### src/rtl/zapper_pkg.sv
// Shared types and constants for the light-gun receive path.
// TARGET_FRAMES_DEF is also used by the target drawer.
package zapper_pkg;

  localparam int unsigned TARGET_FRAMES_DEF = 60;

  typedef enum logic [1:0] {
    IDLE   = 2'd0,
    SETTLE = 2'd1,
    SAMPLE = 2'd2
  } zapper_state_t;

endpackage

### src/rtl/zapper_hit_detector_sync_debounce.sv
// Two-flop synchroniser plus stability counter.
// rise_o pulses one cycle after the debounced level goes high.
module sync_debounce #(
  parameter int unsigned DEBOUNCE_CYCLES = 65000
) (
  input  logic clk,
  input  logic rst_n,
  input  logic d_i,
  output logic rise_o
);

  localparam int unsigned CW = $clog2(DEBOUNCE_CYCLES + 1);
  localparam logic [CW-1:0] CNT_LAST = CW'(DEBOUNCE_CYCLES - 1);

  logic          s1_q, s2_q;
  logic          level_q, level_d;
  logic          prev_q;
  logic [CW-1:0] cnt_q, cnt_d;

  always_ff @(posedge clk or negedge rst_n) begin
    if (!rst_n) begin
      s1_q    <= 1'b0;
      s2_q    <= 1'b0;
      level_q <= 1'b0;
      prev_q  <= 1'b0;
      cnt_q   <= '0;
    end else begin
      s1_q    <= d_i;
      s2_q    <= s1_q;
      level_q <= level_d;
      prev_q  <= level_q;
      cnt_q   <= cnt_d;
    end
  end

  always_comb begin
    level_d = level_q;
    cnt_d   = '0;
    if (s2_q != level_q) begin
      if (cnt_q == CNT_LAST) begin
        level_d = s2_q;
      end else begin
        cnt_d = cnt_q + CW'(1);
      end
    end
  end

  assign rise_o = level_q & ~prev_q;

endmodule

### src/rtl/zapper_hit_detector.sv
// Light-gun trigger debounce and flash-window hit sampling.
// Define ZAPPER_ANTI_CHEAT_EN to reject shots lit during settling.
module zapper_hit_detector
  import zapper_pkg::*;
#(
  parameter int unsigned TARGET_FRAMES   = TARGET_FRAMES_DEF,
  parameter int unsigned SETTLE_FRAMES   = 2,
  parameter int unsigned HIT_THRESHOLD   = 16,
  parameter int unsigned DEBOUNCE_CYCLES = 65000
) (
  input  logic clk,
  input  logic rst_n,
  input  logic trigger_raw,
  input  logic light_n_raw,
  input  logic gun_detect_raw,
  input  logic new_frame,
  input  logic vblnk,
  output logic shot_fired,
  output logic duck_hit,
  output logic shot_missed,
  output logic gun_is_connected
);

  localparam int unsigned FW = $clog2(TARGET_FRAMES + 1);
  localparam int unsigned LW = $clog2(HIT_THRESHOLD + 1);
  localparam logic [FW-1:0] SETTLE_LAST = FW'(SETTLE_FRAMES);
  localparam logic [FW-1:0] WINDOW_LAST = FW'(TARGET_FRAMES - 1);
  localparam logic [LW-1:0] LIGHT_MAX   = LW'(HIT_THRESHOLD);
  localparam logic [LW-1:0] LIGHT_NEAR  = LW'(HIT_THRESHOLD - 1);

  if (SETTLE_FRAMES >= TARGET_FRAMES - 1) begin : g_cfg_err
    $error("SETTLE_FRAMES must be below TARGET_FRAMES-1");
  end

  zapper_state_t state_q, state_d;

  logic          g1_q, g2_q;
  logic          l1_q, l2_q;
  logic [FW-1:0] frame_cnt_q, frame_cnt_d, frame_inc;
  logic [LW-1:0] light_cnt_q, light_cnt_d;
  logic          shot_fired_q, shot_fired_d;
  logic          shot_missed_q, shot_missed_d;
  logic          duck_hit_q, duck_hit_d;
  logic          trig_rise;
  logic          fire, abort, lit, reach;
  logic          settle_end, win_end;

  sync_debounce #(
    .DEBOUNCE_CYCLES(DEBOUNCE_CYCLES)
  ) u_trig (
    .clk   (clk),
    .rst_n (rst_n),
    .d_i   (trigger_raw),
    .rise_o(trig_rise)
  );

  // Light sync idles at 1 so reset reads as "dark".
  always_ff @(posedge clk or negedge rst_n) begin
    if (!rst_n) begin
      g1_q <= 1'b0;
      g2_q <= 1'b0;
      l1_q <= 1'b1;
      l2_q <= 1'b1;
    end else begin
      g1_q <= gun_detect_raw;
      g2_q <= g1_q;
      l1_q <= light_n_raw;
      l2_q <= l1_q;
    end
  end

  assign fire       = trig_rise && (state_q == IDLE) && g2_q;
  assign abort      = (state_q != IDLE) && !g2_q;
  assign lit        = !l2_q && !vblnk;
  assign reach      = lit && (light_cnt_q >= LIGHT_NEAR);
  assign frame_inc  = frame_cnt_q + FW'(1);
  assign settle_end = new_frame && (frame_inc == SETTLE_LAST);
  assign win_end    = new_frame && (frame_inc == WINDOW_LAST);

  always_comb begin
    frame_cnt_d = frame_cnt_q;
    if (fire || abort) begin
      frame_cnt_d = '0;
    end else if (new_frame && state_q != IDLE) begin
      frame_cnt_d = frame_inc;
    end
  end

  always_comb begin
    light_cnt_d = light_cnt_q;
    if (fire || abort || new_frame) begin
      light_cnt_d = '0;
    end else if (lit && light_cnt_q != LIGHT_MAX) begin
      light_cnt_d = light_cnt_q + LW'(1);
    end
  end

  always_ff @(posedge clk or negedge rst_n) begin
    if (!rst_n) begin
      state_q <= IDLE;
    end else begin
      state_q <= state_d;
    end
  end

  always_comb begin
    state_d = state_q;
    unique case (state_q)
      IDLE: begin
        if (fire) state_d = SETTLE;
      end
      SETTLE: begin
        if (abort) state_d = IDLE;
`ifdef ZAPPER_ANTI_CHEAT_EN
        else if (reach) state_d = IDLE;
`endif
        else if (settle_end) state_d = SAMPLE;
      end
      SAMPLE: begin
        if (abort || reach || win_end) state_d = IDLE;
      end
      default: state_d = IDLE;
    endcase
  end

  // A hit on the final frame edge wins over the miss.
  always_comb begin
    shot_fired_d  = fire;
    shot_missed_d = 1'b0;
    duck_hit_d    = duck_hit_q;
    if (fire) duck_hit_d = 1'b0;
    if (state_q == SAMPLE && !abort) begin
      if (reach) begin
        duck_hit_d = 1'b1;
      end else if (win_end) begin
        shot_missed_d = 1'b1;
      end
    end
`ifdef ZAPPER_ANTI_CHEAT_EN
    if (state_q == SETTLE && !abort && reach) begin
      shot_missed_d = 1'b1;
    end
`endif
  end

  always_ff @(posedge clk or negedge rst_n) begin
    if (!rst_n) begin
      frame_cnt_q   <= '0;
      light_cnt_q   <= '0;
      shot_fired_q  <= 1'b0;
      shot_missed_q <= 1'b0;
      duck_hit_q    <= 1'b0;
    end else begin
      frame_cnt_q   <= frame_cnt_d;
      light_cnt_q   <= light_cnt_d;
      shot_fired_q  <= shot_fired_d;
      shot_missed_q <= shot_missed_d;
      duck_hit_q    <= duck_hit_d;
    end
  end

  assign shot_fired       = shot_fired_q;
  assign shot_missed      = shot_missed_q;
  assign duck_hit         = duck_hit_q;
  assign gun_is_connected = g2_q;

endmodule

### config.mk
export PLATFORM = sky130hd
export DESIGN_NAME = zapper_hit_detector
export DESIGN_NICKNAME = d
export VERILOG_FILES = /design/src/rtl/zapper_pkg.sv /design/src/rtl/zapper_hit_detector_sync_debounce.sv /design/src/rtl/zapper_hit_detector.sv
export SDC_FILE = /design/constraint.sdc
export NUM_CORES = 1
export LEC_CHECK = 0
export ABC_AREA = 1
export BUFFER_PORTS_ARGS = -buffer_cell sky130_fd_sc_hd__buf_2
export CAP_MARGIN = 15
export CORE_ASPECT_RATIO = 0.5
export CORE_MARGIN = 2
export CORE_UTILIZATION = 43
export DETAILED_ROUTE_END_ITERATION = 8
export PLACE_DENSITY_LB_ADDON = 0.2
export SETUP_SLACK_MARGIN = 0.3
export SYNTH_ARGS = -nofsm -noshare
export SYNTH_HDL_FRONTEND = slang
export SYNTH_SLANG_ARGS = --single-unit
### constraint.sdc
create_clock -name clk -period 2.05 [get_ports clk]
set_input_delay 0.1025 -clock clk [delete_from_list [all_inputs] [get_ports clk]]
set_output_delay 0.1025 -clock clk [all_outputs]
set_load 0.02 [all_outputs]
## Word-level counts from Yosys, hierarchy flattened

Cells that the tools add are included.
Widths: inputs -> output; s select.

- $add $sub $neg: 3
- $lt $le $gt $ge: 1
- Equality and inequality tests: 10
- Muxes and demuxes: 17
- Bitwise logic cells: 2
- Reductions and logical operators: 24

Operators with widths:

| kind | count |
|---|---|
| $mux 16 | 2 |
| $add 16x1->16 const B | 1 |
| $eq 16x16->1 const B | 1 |
| $mux 6 | 2 |
| $logic_and 1x1->1 | 10 |
| $mux 5 | 2 |
| $mux 2 | 4 |
| $add 6x1->6 const B | 1 |
| $eq 6x2->1 const B | 1 |
| $eq 6x6->1 const B | 1 |
| $mux 1 | 6 |
| $pmux 2 s3 | 1 |
| $reduce_bool 2->1 | 3 |
| $add 5x1->5 const B | 1 |
| $ge 5x4->1 const B | 1 |
| $ne 5x5->1 const B | 1 |
| $logic_not 1->1 | 4 |
| $logic_or 1x1->1 | 4 |
| $ne 2x2->1 const B | 2 |
| $ne 3x3->1 const B | 1 |
| $reduce_and 3->1 | 1 |
| $eq 2x1->1 const B | 1 |
| $eq 2x2->1 const B | 1 |
| $logic_not 2->1 | 1 |
| 4 further kinds | 4 |

- Register bits: 40
- Input port bits: 7
- Output and inout port bits: 4
- Logic and storage cells: 72

## Depth between registers and ports, before layout

- Depth in word-level cells: 7
- Gate-level depth with buffers: 10
- Depth with buffers taken out: 10

## By module

Synthesis repeated with hierarchy kept, for this count alone.

- Cell total of the unflattened synthesis: 246
- Area total of the unflattened synthesis: 2,064.5 um^2

By module, submodules not included:

| module | times used | cells each | area an instance (um^2) | sequential area each (um^2) |
|---|---|---|---|---|
| zapper_hit_detector | 1 | 123 | 1,048.5 | 503.0 |
| sync_debounce | 1 | 123 | 1,016.0 | 500.5 |

## Worst setup path before layout

Ideal clock, no wire load.

- Path kind: reg-to-reg
- Start: reg light_cnt_q[0]
- End: reg state_q[1]
- Setup time: 0.118 ns
- Data arrival time: 1.339 ns
- Data required time: 1.932 ns
- Slack: 0.593 ns
- Stages on the path, launching flop included: 11
- Path buffers: 0
- Clock period less this slack: 1.457 ns
- Cells stage by stage: dfrtp_1 ha_1 nand2_1 nor2_1 ha_1 nor2_1 o21ai_0 a21oi_1 nand2_1 nand4_1 nand2_1

- Cells in the longest elaborated chain, start to end: 6

Ends and longest elaborated chain:

| element | line | RTL |
|---|---|---|
| from (decl) | zapper_hit_detector.sv:40 | `logic [LW-1:0] light_cnt_q, light_cnt_d;` |
| from (signal assigned) | zapper_hit_detector.sv:155 | `light_cnt_q <= light_cnt_d;` |
| $ge 5x4->1 | zapper_hit_detector.sv:75 | `assign reach = lit && (light_cnt_q >= LIGHT_NEAR);` |
| $logic_and 1x1->1 | zapper_hit_detector.sv:75 |  |
| $logic_or 1x1->1 (2 in a row) | zapper_hit_detector.sv:120 | `if (abort \|\| reach \|\| win_end) state_d = IDLE;` |
| $ne 2x2->1 (no source line) | - |  |
| $reduce_and 3->1 (no source line) | - |  |
| to (signal assigned) | zapper_hit_detector.sv:102 | `state_q <= state_d;` |
| to (decl) | zapper_hit_detector.sv:35 | `zapper_state_t state_q, state_d;` |

No other way between the ends.
A chain may end at the register's enable or synchronous reset.

## Worst setup path after layout

- Start: reg state_q[1]
- End: reg frame_cnt_q[2]

- Cells in the longest elaborated chain, start to end: 5
- Elaborated cells between the ends (all ways): 9
- Classes of those cells: mux (1); reduce/logical (8)

Ends and longest elaborated chain:

| element | line | RTL |
|---|---|---|
| $logic_not 2->1 | zapper_hit_detector.sv:72 | `assign fire = trig_rise && (state_q == IDLE) && g2_q;` |
| $logic_and 1x1->1 (2 in a row) | zapper_hit_detector.sv:72 |  |
| $logic_or 1x1->1 | zapper_hit_detector.sv:82 | `if (fire \|\| abort) begin` |
| $mux 6 or $reduce_bool 2->1 (tied branches) | - |  |
| to (signal assigned) | zapper_hit_detector.sv:154 | `frame_cnt_q <= frame_cnt_d;` |
| to (decl) | zapper_hit_detector.sv:39 | `logic [FW-1:0] frame_cnt_q, frame_cnt_d, frame_inc;` |

Several ways; a longest one is shown, not always the timed one.

==> flow_summary.json <==
{
  "htreeDepth": 2,
  "criticalPathCategory": "register to register",
  "min_path_type": "input pin to register",
  "avgSynthCellArea_sq_um": 8.43,
  "max_slew_margin": 0.421,
  "drc": 0,
  "slowest_stage": "dfrtp_1",
  "fillerInstances": 433,
  "critPathCaptureType": "register",
  "netlist-cell-type-count": 27,
  "core_area_sq_mm": 0.00449,
  "dp.cells": 318,
  "synth-seq-cells": 40,
  "cts-root-buf": "clkbuf_8",
  "antenna_found_initial": 0,
  "met2_wirelength_mm": 1.66,
  "tritoncts": "built",
  "worst_slew_pin_slew_ns": 0.868,
  "io_buffers": 10,
  "final_cells": 330,
  "rr_endpoint": "frame_cnt_q[2]",
  "highest_layer": "met4",
  "outcome": "complete, no violations",
  "period_share": 0.775,
  "p_per_area_mw_per_mm2": 632,
  "rsz0062_at_grt": "no",
  "area_delta_synth_final_pct": 13.2,
  "syn_inst": 243,
  "start_kind": "register",
  "wl_met1_mm": 1.92,
  "power_w": 0.00147,
  "die_height_microns": 52.8,
  "yosys_warnings": 0,
  "finalSetupViolations": 0,
  "met3WireLength_microns": 174,
  "cts_buffers": 5,
  "track_usage": 0.170,
  "die_area_sq_mm": 0.00537,
  "grt_first_pass_wirelength_mm": 6.84,
  "initial_core_util": 0.457,
  "grt-ovfl-total": 0,
  "sw_frac_of_total": 0.224,
  "share_seq_of_total_power": 0.559,
  "slowest_delay_ns": 0.41,
  "antenna_left": 0,
  "syn_nets": 257,
  "r2r_setup_slack_ns": 0.46,
  "crit_start": "state_q[1]",
  "crit_end": "frame_cnt_q[2]",
  "cp.arrival_ns": 1.77,
  "grt_pass1_vias": 1544,
  "hold_viol_final": 0,
  "p_comb_frac": 0.048,
  "yosysSeqAreaShare": 0.490,
  "totalWireLength_mm": 3.82,
  "gp_congestion": 0.825,
  "p_switching_w": 0.000328,
  "nets": 277,
  "drive_gt1_frac": 0.129,
  "totalNegativeSetupSlack_ns": 0,
  "dp.final_hpwl_mm": 2.78,
  "rr_startpoint": "state_q[1]",
  "worstPathRequired_ns": 2.23,
  "drv_cap": 0,
  "clockBufferDepth": 2,
  "clock_latency_ns": 0.29,
  "r2r_cells": 6,
  "leakage_nw": 1.06,
  "vdd.ir_drop.worst_mv": 0.276,
  "ios": 11,
  "grt_max_degree": 41,
  "die_w_microns": 102,
  "slew_violations": 0,
  "fmax_mhz": 629,
  "first_iter_violations": 91,
  "path_clk_slew_ns": 0.08,
  "via_per_inst": 4.88,
  "fin_crit_ns": 1.59,
  "path_max_fanout": 6,
  "vias": 1611,
  "diodes": 0,
  "internal_power_w": 0.00114,
  "pwr-share-clk": 0.393,
  "drt_first_pass_iters": 5,
  "skew_ns": 0.00475,
  "worstPathCellList": "nor2_1, nand4_1, o21ai_1, inv_1, nand2_2, o21ai_0",
  "multiInputGateArea_sq_um": 917,
  "final-seq-area_sq_mm": 0.00100,
  "wire_per_inst_microns": 11.6,
  "numClockSinks": 40,
  "syn_area_sq_mm": 0.00205,
  "row_count": 17
}
synth_stat cells:
| library cell | n | area share |
|---|---|---|
| inv_1 | 33 | 0.060 |
| xor2_1 | 4 | 0.017 |
| a211oi_1 | 1 | 0.0037 |
| nor3_1 | 10 | 0.024 |
| a31oi_1 | 1 | 0.0031 |
| dfrtp_1 | 38 | 0.46 |
| nor2_4 | 2 | 0.011 |
| dfstp_2 | 2 | 0.026 |
| buf_2 | 1 | 0.0024 |
| nor4_1 | 1 | 0.0031 |
| nand2_1 | 42 | 0.077 |
| nor2_2 | 1 | 0.0031 |
| xnor2_1 | 1 | 0.0043 |
| nor2_1 | 33 | 0.060 |
| ha_1 | 7 | 0.043 |
| inv_2 | 1 | 0.0018 |
| nand3_1 | 25 | 0.061 |
| o21ai_1 | 1 | 0.0024 |
| mux2_2 | 1 | 0.0055 |
| nor3b_2 | 4 | 0.024 |
| nor3_4 | 1 | 0.0079 |
| a21oi_1 | 5 | 0.012 |
| nor3b_1 | 4 | 0.015 |
| o21ai_0 | 12 | 0.029 |
| nand4_1 | 8 | 0.024 |
| nand3_2 | 1 | 0.0049 |
| nand2_2 | 3 | 0.0092 |
critical path, delay by kind of cell (launching register included):
family / cells / cell delay, ns
AO/OA/AOI/OAI: 2 / 0.32
buffers and inverters: 1 / 0.18
flip-flops: 1 / 0.41
AND/OR/NAND/NOR: 3 / 0.55
power by group through the flow:
stage	registers, W	clock network, W	logic (W)
2_1_floorplan	0.000834	0	0.0000334
3_3_place_gp	0.000835	0	0.0000639
3_5_place_dp	0.000836	0	0.0000663
4_1_cts	0.000820	0.000593	0.0000722
5_1_grt	0.000823	0.000625	0.0000820
6_report	0.000820	0.000576	0.0000702
per-stage QoR:
step | utilization | hold WS, ns | setup slack, ns | cell area [sq um]
3_3_place_gp | 0.485 | 0.209 | 0.495 | 2180
2_1_floorplan | - | -0.193 | 0.593 | 2050
5_1_grt | 0.517 | 0.152 | 0.301 | 2320
3_5_place_dp | 0.485 | 0.215 | 0.461 | 2180
4_1_cts | 0.516 | 0.124 | 0.462 | 2320
6_report | 0.517 | 0.141 | 0.461 | 2320
logic make-up after synthesis:
group,share of synthesized area
and+or+nand+nor,0.325
adders and majority gates,0.0427
muxes,0.00549
xor gates and xnor gates,0.0214
buffers and inverters,0.0647
AOI/OAI and AO/OA,0.0507
DFF,0.490
flip-flops by register name (all words and copies together) (netlist names), 2 cells and up:
signal / flops
frame_cnt_q: 6
light_cnt_q: 5
state_q: 2
u_trig.cnt_q: 16
layer usage:
| metal | vias up | global-route usage |
|---|---|---|
| met4 | 0 | 0.0631 |
| met3 | 8 | 0.0613 |
| li1 | 827 | - |
| met2 | 37 | 0.264 |
| met1 | 739 | 0.220 |
| met5 | - | 0 |
area by class of cell:
type | instances | area share
Sequential cell | 40 | 0.432
Multi-Input combinational cell | 168 | 0.395
Inverter | 34 | 0.0550
Clock buffer | 8 | 0.0431
Timing Repair Buffer | 14 | 0.0388
Tap cell | 66 | 0.0356
cell usage in the layout (no fill, tap or decap), types with 4 or more instances in the layout:
master         synthesis  routed
nand2_1               42      42
dfrtp_1               38      38
inv_1                 33      33
nor2_1                33      33
nand3_1               25      25
o21ai_0               12      11
nor3_1                10      10
buf_2                  1      10
nand4_1                8       8
ha_1                   7       7
clkbuf_8               0       7
xor2_1                 4       4
nor3b_2                4       4
a21oi_1                5       4
nor3b_1                4       4
dlygate4sd3_1          0       4
timing repair:
| action | CTS | global route |
|---|---|---|
| gates resized for setup | 0 | 2 |
| endpoints found under the hold margin | 41 | 0 |
| endpoints found under the setup margin | 0 | 1 |
| setup buffers | 0 | 0 |
| hold buffers | 4 | 0 |
worst min-delay path by stage:
stage | slack [ns] | end | from | cells past startpoint
floorplan | -0.19 | duck_hit | rst_n | 0
global placement | 0.21 | l1_q | light_n_raw | 1
detailed placement | 0.22 | u_trig.s1_q | trigger_raw | 1
CTS | 0.12 | duck_hit | vblnk | 4
global route | 0.15 | duck_hit | vblnk | 4
finish | 0.14 | duck_hit | vblnk | 4
(Power assumes the default switching activity.)
